===== src/rtl/cpu_pkg.sv =====
// Shared definitions for the CPU controller and ALU: opcodes, FSM states and
// instruction-word field positions.
package cpu_pkg;

    localparam logic [3:0] OP_ADD  = 4'd0;
    localparam logic [3:0] OP_SUB  = 4'd1;
    localparam logic [3:0] OP_MUL  = 4'd2;
    localparam logic [3:0] OP_DIV  = 4'd3;
    localparam logic [3:0] OP_LDI  = 4'd4;
    localparam logic [3:0] OP_BNE  = 4'd5;
    localparam logic [3:0] OP_BEQ  = 4'd6;
    localparam logic [3:0] OP_MOV  = 4'd7;
    localparam logic [3:0] OP_HALT = 4'd15;
    localparam logic [3:0] ALU_NA  = 4'd15;

    localparam int unsigned OP_MSB  = 15;
    localparam int unsigned OP_LSB  = 12;
    localparam int unsigned RD_MSB  = 11;
    localparam int unsigned RD_LSB  = 8;
    localparam int unsigned RS1_MSB = 7;
    localparam int unsigned RS1_LSB = 4;
    localparam int unsigned RS2_MSB = 3;
    localparam int unsigned RS2_LSB = 0;
    localparam int unsigned IMM_MSB = 7;
    localparam int unsigned IMM_LSB = 0;

    typedef enum logic [2:0] {
        ST_IDLE,
        ST_FETCH,
        ST_DECODE,
        ST_EXEC,
        ST_WB,
        ST_HALT
    } state_t;

endpackage


===== src/rtl/cpu_decode.sv =====
// Combinational instruction decoder: register-file read addresses, immediate
// and instruction class flags from the instruction register.
module cpu_decode
    import cpu_pkg::*;
(
    input  logic [15:0] ir,
    output logic [3:0]  op,
    output logic [3:0]  rd,
    output logic [3:0]  off4,
    output logic [7:0]  imm8,
    output logic [3:0]  raddr_a,
    output logic [3:0]  raddr_b,
    output logic        use_imm,
    output logic        is_branch,
    output logic        writes_rf,
    output logic        is_halt,
    output logic        is_illegal
);

    logic [3:0] rs1;
    logic [3:0] rs2;

    always_comb begin
        op         = ir[OP_MSB:OP_LSB];
        rd         = ir[RD_MSB:RD_LSB];
        rs1        = ir[RS1_MSB:RS1_LSB];
        rs2        = ir[RS2_MSB:RS2_LSB];
        off4       = rs2;
        imm8       = ir[IMM_MSB:IMM_LSB];
        raddr_a    = rs1;
        raddr_b    = rs2;
        use_imm    = 1'b0;
        is_branch  = 1'b0;
        writes_rf  = 1'b0;
        is_halt    = 1'b0;
        is_illegal = 1'b0;
        case (op)
            OP_ADD, OP_SUB, OP_MUL, OP_DIV: writes_rf = 1'b1;
            OP_LDI: begin
                use_imm   = 1'b1;
                writes_rf = 1'b1;
            end
            // branches compare rd against rs1; the field at [3:0] is the offset
            OP_BNE, OP_BEQ: begin
                raddr_a   = rd;
                raddr_b   = rs1;
                is_branch = 1'b1;
            end
            OP_MOV: begin
                raddr_b   = rs1;
                writes_rf = 1'b1;
            end
            OP_HALT: is_halt = 1'b1;
            default: is_illegal = 1'b1;
        endcase
    end

endmodule


===== src/rtl/cpu_ctrl.sv =====
// Multi-cycle fetch/decode/execute/writeback controller driving the 8-bit ALU,
// the instruction fetch port and the register file.
module cpu_ctrl
    import cpu_pkg::*;
#(
    parameter int unsigned     PC_W     = 8,
    parameter int unsigned     DATA_W   = 8,
    parameter int unsigned     RF_AW    = 4,
    parameter logic [PC_W-1:0] RESET_PC = '0
) (
    input  logic              clk,
    input  logic              rst_n,
    input  logic              start,
    output logic              imem_req,
    output logic [PC_W-1:0]   imem_addr,
    input  logic              imem_ack,
    input  logic [15:0]       imem_rdata,
    output logic [RF_AW-1:0]  rf_raddr_a,
    output logic [RF_AW-1:0]  rf_raddr_b,
    input  logic [DATA_W-1:0] rf_rdata_a,
    input  logic [DATA_W-1:0] rf_rdata_b,
    output logic [3:0]        alu_func,
    output logic [DATA_W-1:0] alu_a,
    output logic [DATA_W-1:0] alu_b,
    input  logic [DATA_W-1:0] alu_result,
    input  logic [3:0]        alu_flags,
    output logic              rf_we,
    output logic [RF_AW-1:0]  rf_waddr,
    output logic [DATA_W-1:0] rf_wdata,
    output logic              busy,
    output logic              halted,
    output logic              illegal_op
);

    state_t          state, state_nxt;
    logic [PC_W-1:0] pc, pc_nxt;
    logic [15:0]     ir;
    logic [3:0]      flags_q;

    logic [3:0] op, rd, off4, dec_raddr_a, dec_raddr_b;
    logic [7:0] imm8;
    logic       use_imm, is_branch, writes_rf, is_halt, is_illegal;
    logic       start_ok;
    logic       unused_flags;

    cpu_decode u_decode (
        .ir         (ir),
        .op         (op),
        .rd         (rd),
        .off4       (off4),
        .imm8       (imm8),
        .raddr_a    (dec_raddr_a),
        .raddr_b    (dec_raddr_b),
        .use_imm    (use_imm),
        .is_branch  (is_branch),
        .writes_rf  (writes_rf),
        .is_halt    (is_halt),
        .is_illegal (is_illegal)
    );

    assign rf_raddr_a   = dec_raddr_a;
    assign rf_raddr_b   = dec_raddr_b;
    assign start_ok     = start && (state == ST_IDLE || state == ST_HALT);
    assign unused_flags = ^flags_q[3:1];

    always_comb begin
        state_nxt = state;
        pc_nxt    = pc;
        case (state)
            ST_IDLE, ST_HALT: begin
                if (start_ok) begin
                    state_nxt = ST_FETCH;
                    pc_nxt    = RESET_PC;
                end
            end
            ST_FETCH:  if (imem_ack) state_nxt = ST_DECODE;
            ST_DECODE: state_nxt = is_halt ? ST_HALT : ST_EXEC;
            ST_EXEC:   state_nxt = ST_WB;
            ST_WB: begin
                state_nxt = ST_FETCH;
                // flag bit0 low means the ALU found the branch condition true
                if (is_branch && !flags_q[0])
                    pc_nxt = pc + {{(PC_W-4){off4[3]}}, off4};
                else
                    pc_nxt = pc + PC_W'(1);
            end
            default: state_nxt = ST_IDLE;
        endcase
    end

    // Outputs are registered from the next state so they line up with it.
    always_ff @(posedge clk or negedge rst_n) begin
        if (!rst_n) begin
            state      <= ST_IDLE;
            pc         <= RESET_PC;
            ir         <= '0;
            flags_q    <= '0;
            imem_req   <= 1'b0;
            imem_addr  <= '0;
            alu_func   <= ALU_NA;
            alu_a      <= '0;
            alu_b      <= '0;
            rf_we      <= 1'b0;
            rf_waddr   <= '0;
            rf_wdata   <= '0;
            busy       <= 1'b0;
            halted     <= 1'b0;
            illegal_op <= 1'b0;
        end else begin
            state    <= state_nxt;
            pc       <= pc_nxt;
            imem_req <= (state_nxt == ST_FETCH);
            busy     <= (state_nxt == ST_FETCH) || (state_nxt == ST_DECODE) ||
                        (state_nxt == ST_EXEC)  || (state_nxt == ST_WB);
            halted   <= (state_nxt == ST_HALT);
            if (state_nxt == ST_FETCH)
                imem_addr <= pc_nxt;
            if (state == ST_FETCH && imem_ack)
                ir <= imem_rdata;
            if (state == ST_DECODE) begin
                alu_a <= rf_rdata_a;
                alu_b <= use_imm ? DATA_W'(imm8) : rf_rdata_b;
            end
            alu_func <= (state_nxt == ST_EXEC && !is_illegal) ? op : ALU_NA;
            if (state == ST_EXEC) begin
                flags_q  <= alu_flags;
                rf_wdata <= alu_result;
                rf_waddr <= RF_AW'(rd);
            end
            rf_we <= (state == ST_EXEC) && writes_rf;
            if (start_ok)
                illegal_op <= 1'b0;
            else if (state == ST_DECODE && is_illegal)
                illegal_op <= 1'b1;
        end
    end

endmodule


===== config.mk =====
export PLATFORM = sky130hd
export DESIGN_NAME = cpu_ctrl
export DESIGN_NICKNAME = d
export VERILOG_FILES = /design/src/rtl/cpu_pkg.sv /design/src/rtl/cpu_decode.sv /design/src/rtl/cpu_ctrl.sv
export SDC_FILE = /design/constraint.sdc
export NUM_CORES = 1
export LEC_CHECK = 0
export CORE_MARGIN = 2
export CORE_UTILIZATION = 47
export CTS_BUF_LIST = sky130_fd_sc_hd__clkbuf_4 sky130_fd_sc_hd__clkbuf_8 sky130_fd_sc_hd__clkbuf_16
export DETAILED_ROUTE_END_ITERATION = 10
export GPL_TIMING_DRIVEN = 0
export PLACE_DENSITY = 0.86
export SLEW_MARGIN = 15
export SYNTH_ARGS = -nofsm -noshare
export SYNTH_HDL_FRONTEND = slang
export SYNTH_SLANG_ARGS = --single-unit

===== constraint.sdc =====
create_clock -name clk -period 3.9 [get_ports clk]
set_clock_uncertainty 0.05 [all_clocks]
set_input_delay 0.585 -clock clk [delete_from_list [all_inputs] [get_ports clk]]
set_output_delay 0.585 -clock clk [all_outputs]
set_load 0.05 [all_outputs]

---- Word level (Yosys, flattened, before mapping) ----
Index checks and enable logic that the tools add are counted.
operators by class
  $add $sub $neg .......................... 2
  reduce and logical (&&, ||, !) cells .... 19
  mux-type cells .......................... 18
  equal/unequal tests ..................... 18
operator list
  kind                   count
  $mux W8                3
  $eq A4 B3 Y1 const B   4
  $pmux W8 S2            1
  $pmux W3 S5            1
  $eq A3 B2 Y1 const B   4
  $eq A3 B3 Y1 const B   4
  $mux W4                3
  $mux W3                3
  $reduce_or A9 Y1       1
  $add A8 B1 Y8 const B  1
  $add A8 B8 Y8          1
  $eq A4 B2 Y1 const B   2
  $mux W1                7
  $eq A3 B1 Y1 const B   2
  $logic_and A1 B1 Y1    6
  $reduce_or A6 Y1       1
  $eq A4 B1 Y1 const B   1
  $eq A4 B4 Y1 const B   1
  $logic_not A4 Y1       1
  $logic_or A1 B1 Y1     4
  $reduce_or A2 Y1       2
  $logic_not A3 Y1       1
  $reduce_or A3 Y1       1
  $reduce_bool A2 Y1     1
  $logic_not A1 Y1       1
storage, ports and cells
  register bits ........................... 73

---- Depth between registers and ports, before layout ----
  depth in word-level cells ............... 9
  mapped depth ............................ 11
  depth with buffers taken out ............ 10

---- Cells and area by module ----
From an unflattened synthesis, not the netlist that was laid out.
second synthesis, totals
  cell total of the unflattened synthesis .. 304
  area, all modules ....................... 3550.9 µm²
modules (own cells, without submodules)
  module      area each (µm²)  sequential area each (µm²)  cells each  times used
  cpu_ctrl    3233.1           1831.8                      264         1
  cpu_decode  317.8            0.0                         40          1

---- Worst setup path after synthesis ----
OpenSTA, ideal clock, no wires.
  path kind ............................... register to register
  start point ............................. reg ir[15]
  end point ............................... reg imem_addr[6]
  path slack .............................. 0.955 ns
  arrival ................................. 2.763 ns
  library setup time ...................... 0.132 ns
  cell stages (with the launch flop) ...... 12
  buffers on the path ..................... 1
  cell sequence ........................... dfrtp_1 > buf_2 > nand2b_1 > nand2b_1 > or3_1 > ha_1 > fa_1 > a21o_1 > or3_1 > mux2i_1 > mux2i_1 > a31oi_1
between the ends
  word-level cells in the longest chain between the ends .. 6
  elaborated cells between the ends (all ways) .. 12
RTL lines
  item                                                 line             RTL
  start: declaration                                   cpu_ctrl.sv:37   logic [15:0] ir;
  start signal: assignment                             cpu_ctrl.sv:119  ir <= imem_rdata;
  branches (longest 6 deep; another with $pmux W3 S5)  -
  end signal: assignment                               cpu_ctrl.sv:117  imem_addr <= pc_nxt;
  end: declaration                                     cpu_ctrl.sv:15   output logic [PC_W-1:0] imem_addr,
Parallel ways; which one is timed is not known.
A chain may end at the register's enable or synchronous reset.

---- Worst setup path in the final report ----
Ends and elaborated chain as after synthesis.

==> impl_metrics.json <==
{
  "fin_util_pct": 66.6,
  "setup_violations": 0,
  "grt_antenna_before_repair": 0,
  "fmax_mhz": 305,
  "period_minus_slack_ns": 3.28,
  "grt_pass1_wl_mm": 12.7,
  "cp.arrival_ns": 3.46,
  "row_count": 31,
  "power.total_uw": 4710,
  "synth-edff-count": 0,
  "cts.sink_count": 73,
  "grt_pass1_vias": 2695,
  "endpoint_kind": "register",
  "cp_top_family": "simple AND/OR/NAND/NOR gates",
  "die_area_mm2": 0.00800,
  "die_h_um": 89.5,
  "critPathSlowestCell": "fa_1",
  "num_antenna_cells": 0,
  "synth_area_mm2": 0.00343,
  "setup_tns_ns": 0,
  "place.gp.congestion": 0.857,
  "cp_max_fo": 9,
  "wl_mm": 7.80,
  "hold_violations": 0,
  "initial_core_util_pct": 47.8,
  "start_kind": "register",
  "htree_num_levels": 3,
  "syn-instance-count": 288,
  "overflow": 0,
  "syn_nets": 340,
  "timing.hold.ws_ns": 0.0910,
  "yosys_most_used_dff": "dfrtp_1",
  "cts_buffer_depth": 2,
  "p_per_area_mw_per_mm2": 986,
  "clock-root-buffer": "clkbuf_8",
  "layout-drive-gt1-share_pct": 22.1,
  "cpPeakStageDelay_ns": 0.41,
  "core-area_mm2": 0.00718,
  "io_buffers": 97,
  "status": "finished clean",
  "cp_cell_sequence": "buf_2 -> nand2b_1 -> nand2b_1 -> or3_1 -> ha_1 -> fa_1 -> a21o_1 -> or3_1 -> mux2i_1 -> mux2i_1 -> a31oi_1",
  "synth.avg_cell_area_um2": 11.9,
  "cts_buffers": 9,
  "yosysSeqAreaShare_pct": 53.4,
  "hp-class": "in2async",
  "track_usage_pct": 21.2,
  "clock_latency_ns": 0.35,
  "ctsHoldBuffers": 0,
  "design_area_mm2": 0.00478,
  "drt-wirelength-per-cell_um": 15.6,
  "crit_start": "ir[15]$_DFFE_PN0P_",
  "cap_violations": 0,
  "rsz0062_at_grt": "no",
  "relSlewSlack_pct": 64.1,
  "vias": 2583,
  "dieWidth_um": 89.5,
  "synthTopCellsByArea": "dfrtp_1 (50%), mux2_2 (14%), mux2i_1 (4.7%)",
  "dp_hpwl_mm": 5.86,
  "synth.distinct_cells": 53,
  "cts_resized": 0,
  "peakVddDrop_v": 0.000683,
  "finalCritPeriodShare_pct": 84.1,
  "leakage_uw": 0.00209,
  "final_cell_mix": "clkdlybuf4s50_1 (96), dfrtp_1 (69), mux2_2 (44), nand2_1 (27), nor2_1 (25)",
  "async_reset_ff_share_pct": 100,
  "yosysTopAreaCell": "dfrtp_1",
  "required_ns": 4.07,
  "layout.nets": 449,
  "drc_errors": 0,
  "cts_tree": "done",
  "ios": 101,
  "post_cts_buffers": 0,
  "drt-initial-drc-count": 116,
  "grt_max_degree": 48,
  "final_common_cell": "clkdlybuf4s50_1",
  "drt_first_pass_iters": 4,
  "ant_nets": 0,
  "crit_buf_inv": 1,
  "synth_warnings": 0,
  "yosys.area.top_type_share_pct": 50.3,
  "placed_area_mm2": 0.00455,
  "clkTransAtPathRegs_ns": 0.08,
  "vias_per_cell": 5.16,
  "area_growth_pct": 39.3,
  "critPathKind": "reg2reg",
  "maxSlewViolCount": 0,
  "ys_ff_latch": 73,
  "worstMarginPinSlew_ns": 0.537,
  "rr_startpoint": "ir[15]$_DFFE_PN0P_"
}
[state kept, by name (all words and copies together) (netlist names), 3 cells and up]
name / cells
alu_a: 8
alu_b: 8
alu_func: 4
imem_addr: 8
ir: 16
pc: 8
rf_waddr: 4
rf_wdata: 8
state: 3
[synth_stat cells (all sizes together), types with 2 or more instances]
library cell,number
ha,3
nor3,4
a31oi,4
clkbuf,2
or2,5
inv,5
nor2b,2
mux2i,16
and2,3
a21oi,15
nand2b,5
xor2,2
or3,3
a21o,3
buf,11
dfrtp,69
dfstp,4
nand4,2
nor2,25
a22o,3
and3,4
mux2,44
o21ai,5
nand2,28
xnor2,3
[metal layers]
metal	wire length [um]	global-route usage, %
met4	161	7.60
met2	3800	34.3
met1	3290	25.7
met5	0	0
met3	547	8.40
[worst register-to-register path: stages (launching register included)]
cell and delay (ns):
dfrtp_1 0.36, buf_2 0.16, nand2b_1 0.22, nand2b_1 0.31, or3_1 0.37, ha_1 0.22
fa_1 0.41, a21o_1 0.21, or3_1 0.30, mux2i_1 0.18, mux2i_1 0.26, a31oi_1 0.10
[stage by stage]
step	setup slack [ns]	cells
5_1_grt	0.419	501
6_report	0.619	501
2_1_floorplan	0.955	288
3_5_place_dp	0.643	485
4_1_cts	0.604	501
3_3_place_gp	-0.214	484
[worst paths after layout]
check                                      endpoint  slack, ns  cells after the start
setup / recovery           imem_addr[6]$_DFFE_PN0P_       0.62                     11
hold / removal             imem_addr[1]$_DFFE_PN0P_       0.09                      1
setup reg to reg           imem_addr[6]$_DFFE_PN0P_       0.62                     11
hold reg to reg             rf_waddr[2]$_DFFE_PN0N_       0.46                      1
max in group asynchronous      alu_a[2]$_DFFE_PN0P_       3.17                      2
min in group clk            rf_waddr[2]$_DFFE_PN0N_       0.46                      1
[power by group]
group | switching (uW) | internal, uW | leakage (uW)
Clock | 294 | 380 | 0.000113
Combinational | 1680 | 1040 | 0.00110
Sequential | 223 | 1100 | 0.000879
[cell type report]
| cell class | count | area, um^2 |
|---|---|---|
| fill | 539 | 2400 |
| sequential | 73 | 1830 |
| multi-input combinational | 197 | 1500 |
| timing repair buffer | 98 | 996 |
| clock buffer | 10 | 138 |
| tap | 99 | 124 |
| clock inverter | 6 | 90.1 |
| buffer | 13 | 83.8 |
| inverter | 5 | 18.8 |
[logic make-up (layout without fill, tap and decap cells)]
kind of cell | Yosys count | in the layout | share of synthesized area (%)
and+or+nand+nor | 87 | 87 | 13.3
buffers and inverters | 18 | 132 | 2.99
adders and majority gates | 5 | 5 | 1.97
DFF | 73 | 73 | 53.4
muxes | 60 | 60 | 19.1
AOI/OAI and AO/OA | 40 | 40 | 7.73
xor gates and xnor gates | 5 | 5 | 1.50
(Power assumes the default switching activity.)
==> patch, RTL diff (same settings) <==
Change the parameter `PC_W` from 8 to 6.
--- a/src/rtl/cpu_ctrl.sv
+++ b/src/rtl/cpu_ctrl.sv
@@ -5,3 +5,3 @@
 #(
-    parameter int unsigned     PC_W     = 8,
+    parameter int unsigned     PC_W     = 6,
     parameter int unsigned     DATA_W   = 8,
Interface: changed (resized imem_addr); port bits go from 101 to 99. The function was not compared with the original's and may differ.
==> patch against the unedited design <==
Total power down 8.6%. Fmax is 4.5% higher. Setup slack better by 0.14 ns. Critical path depth is 7 lower. Critical endpoint is now rf_raddr_a[1]. Largest power group unchanged. Sequential power decreased by 6%. Worst hold slack better by 0.34 ns. First-iteration DRC count rose by 32%. Synthesized area is 7.4% lower. Die area fell by 7.1%. Sequential cell count shrank 4. Final area fell by 6.1%. Routed wire length down 5.5%.
==> patch: results <==
export IMPL_grtUsageTotal_pct=21.24
export IMPL_fill_cells=459
export IMPL_met1_usage_pct=27.43
export IMPL_drt_initial_drc_count=153
export IMPL_critical_path_top_delay_family="buffers and inverters"
export IMPL_cp_slowest_cell="clkdlybuf4s50_1"
export IMPL_synth_net_count=324
export IMPL_use_met2_pct=33.83
export IMPL_routedWlPerCell_um=15.95
export IMPL_power_switching_uw=1976
export IMPL_p_int_uw=2332
export IMPL_vias=2419
export IMPL_ys_seq_area_share_pct=54.51
export IMPL_port_buffers=95
export IMPL_synthTopCellsByCount="dfrtp_1 (65), nand2_1 (47), mux2_2 (38), o21ai_0 (14), nor2_1 (13)"
export IMPL_nNetsFinal=432
export IMPL_ctsResizeCount=0
export IMPL_place_congestion=0.8225
export IMPL_p_leak_uw=0.001946
export IMPL_vdd_drop_max_v=0.0007651
export IMPL_placed_area_um2=4249
export IMPL_worstPathArrival_ns=2.50
export IMPL_wirelength_met1_um=3149
export IMPL_period_share_pct=80.48
export IMPL_routed_via_density=5.236
export IMPL_place_inst=445
export IMPL_p_seq_uw=1240
export IMPL_synthDistinctLibCells=50
export IMPL_wl_met3_um=554
export IMPL_netlist_instances=272
export IMPL_wl_met2_um=3609
export IMPL_use_met3_pct=8.286
export IMPL_worst_pin_slew_ns=0.7694
export IMPL_slowest_delay_ns=0.70
export IMPL_holdBufCountCts=1
export IMPL_r2r_start="ir[15]$_DFFE_PN0P_"
export IMPL_p_clk_uw=664
export IMPL_reg2reg_slack_ns=1.19
export IMPL_status="finished clean"
export IMPL_place_ws_ns=1.079
export IMPL_holdWs_ns=0.4288
export IMPL_drive_above_1_share_pct=19.48
patch: cell count changes after synthesis, sizes merged, moves of 2 or more:
cell    change
o21ai       +9
a31oi       -3
mux2        -5
a21oi       -9
nor2       -12
mux2i       -6
clkbuf      +3
and3        -3
dfrtp       -4
nand3       +2
nand2      +19
or2         -5
buf         -4
patch: final cells by class:
cell class	instances	area, µm²	area share, %
clock inverters	5	83.83	1.868
well taps	77	96.34	2.147
clock buffers	11	145.1	3.234
plain buffers	12	87.58	1.951
multi-input cells	187	1343	29.91
flip-flops and latches	69	1732	38.58
inverters	4	15.01	0.3345
repair buffers	97	985.9	21.97
patch: cell families after synthesis:
logic type	synth area share, %
AO/OA/AOI/OAI	8.193
XOR/XNOR	1.615
AND/OR/NAND/NOR	13.55
buffers and inverters	3.229
multiplexers	17.09
adder cells (fa/ha/maj)	1.812
flip-flops	54.51
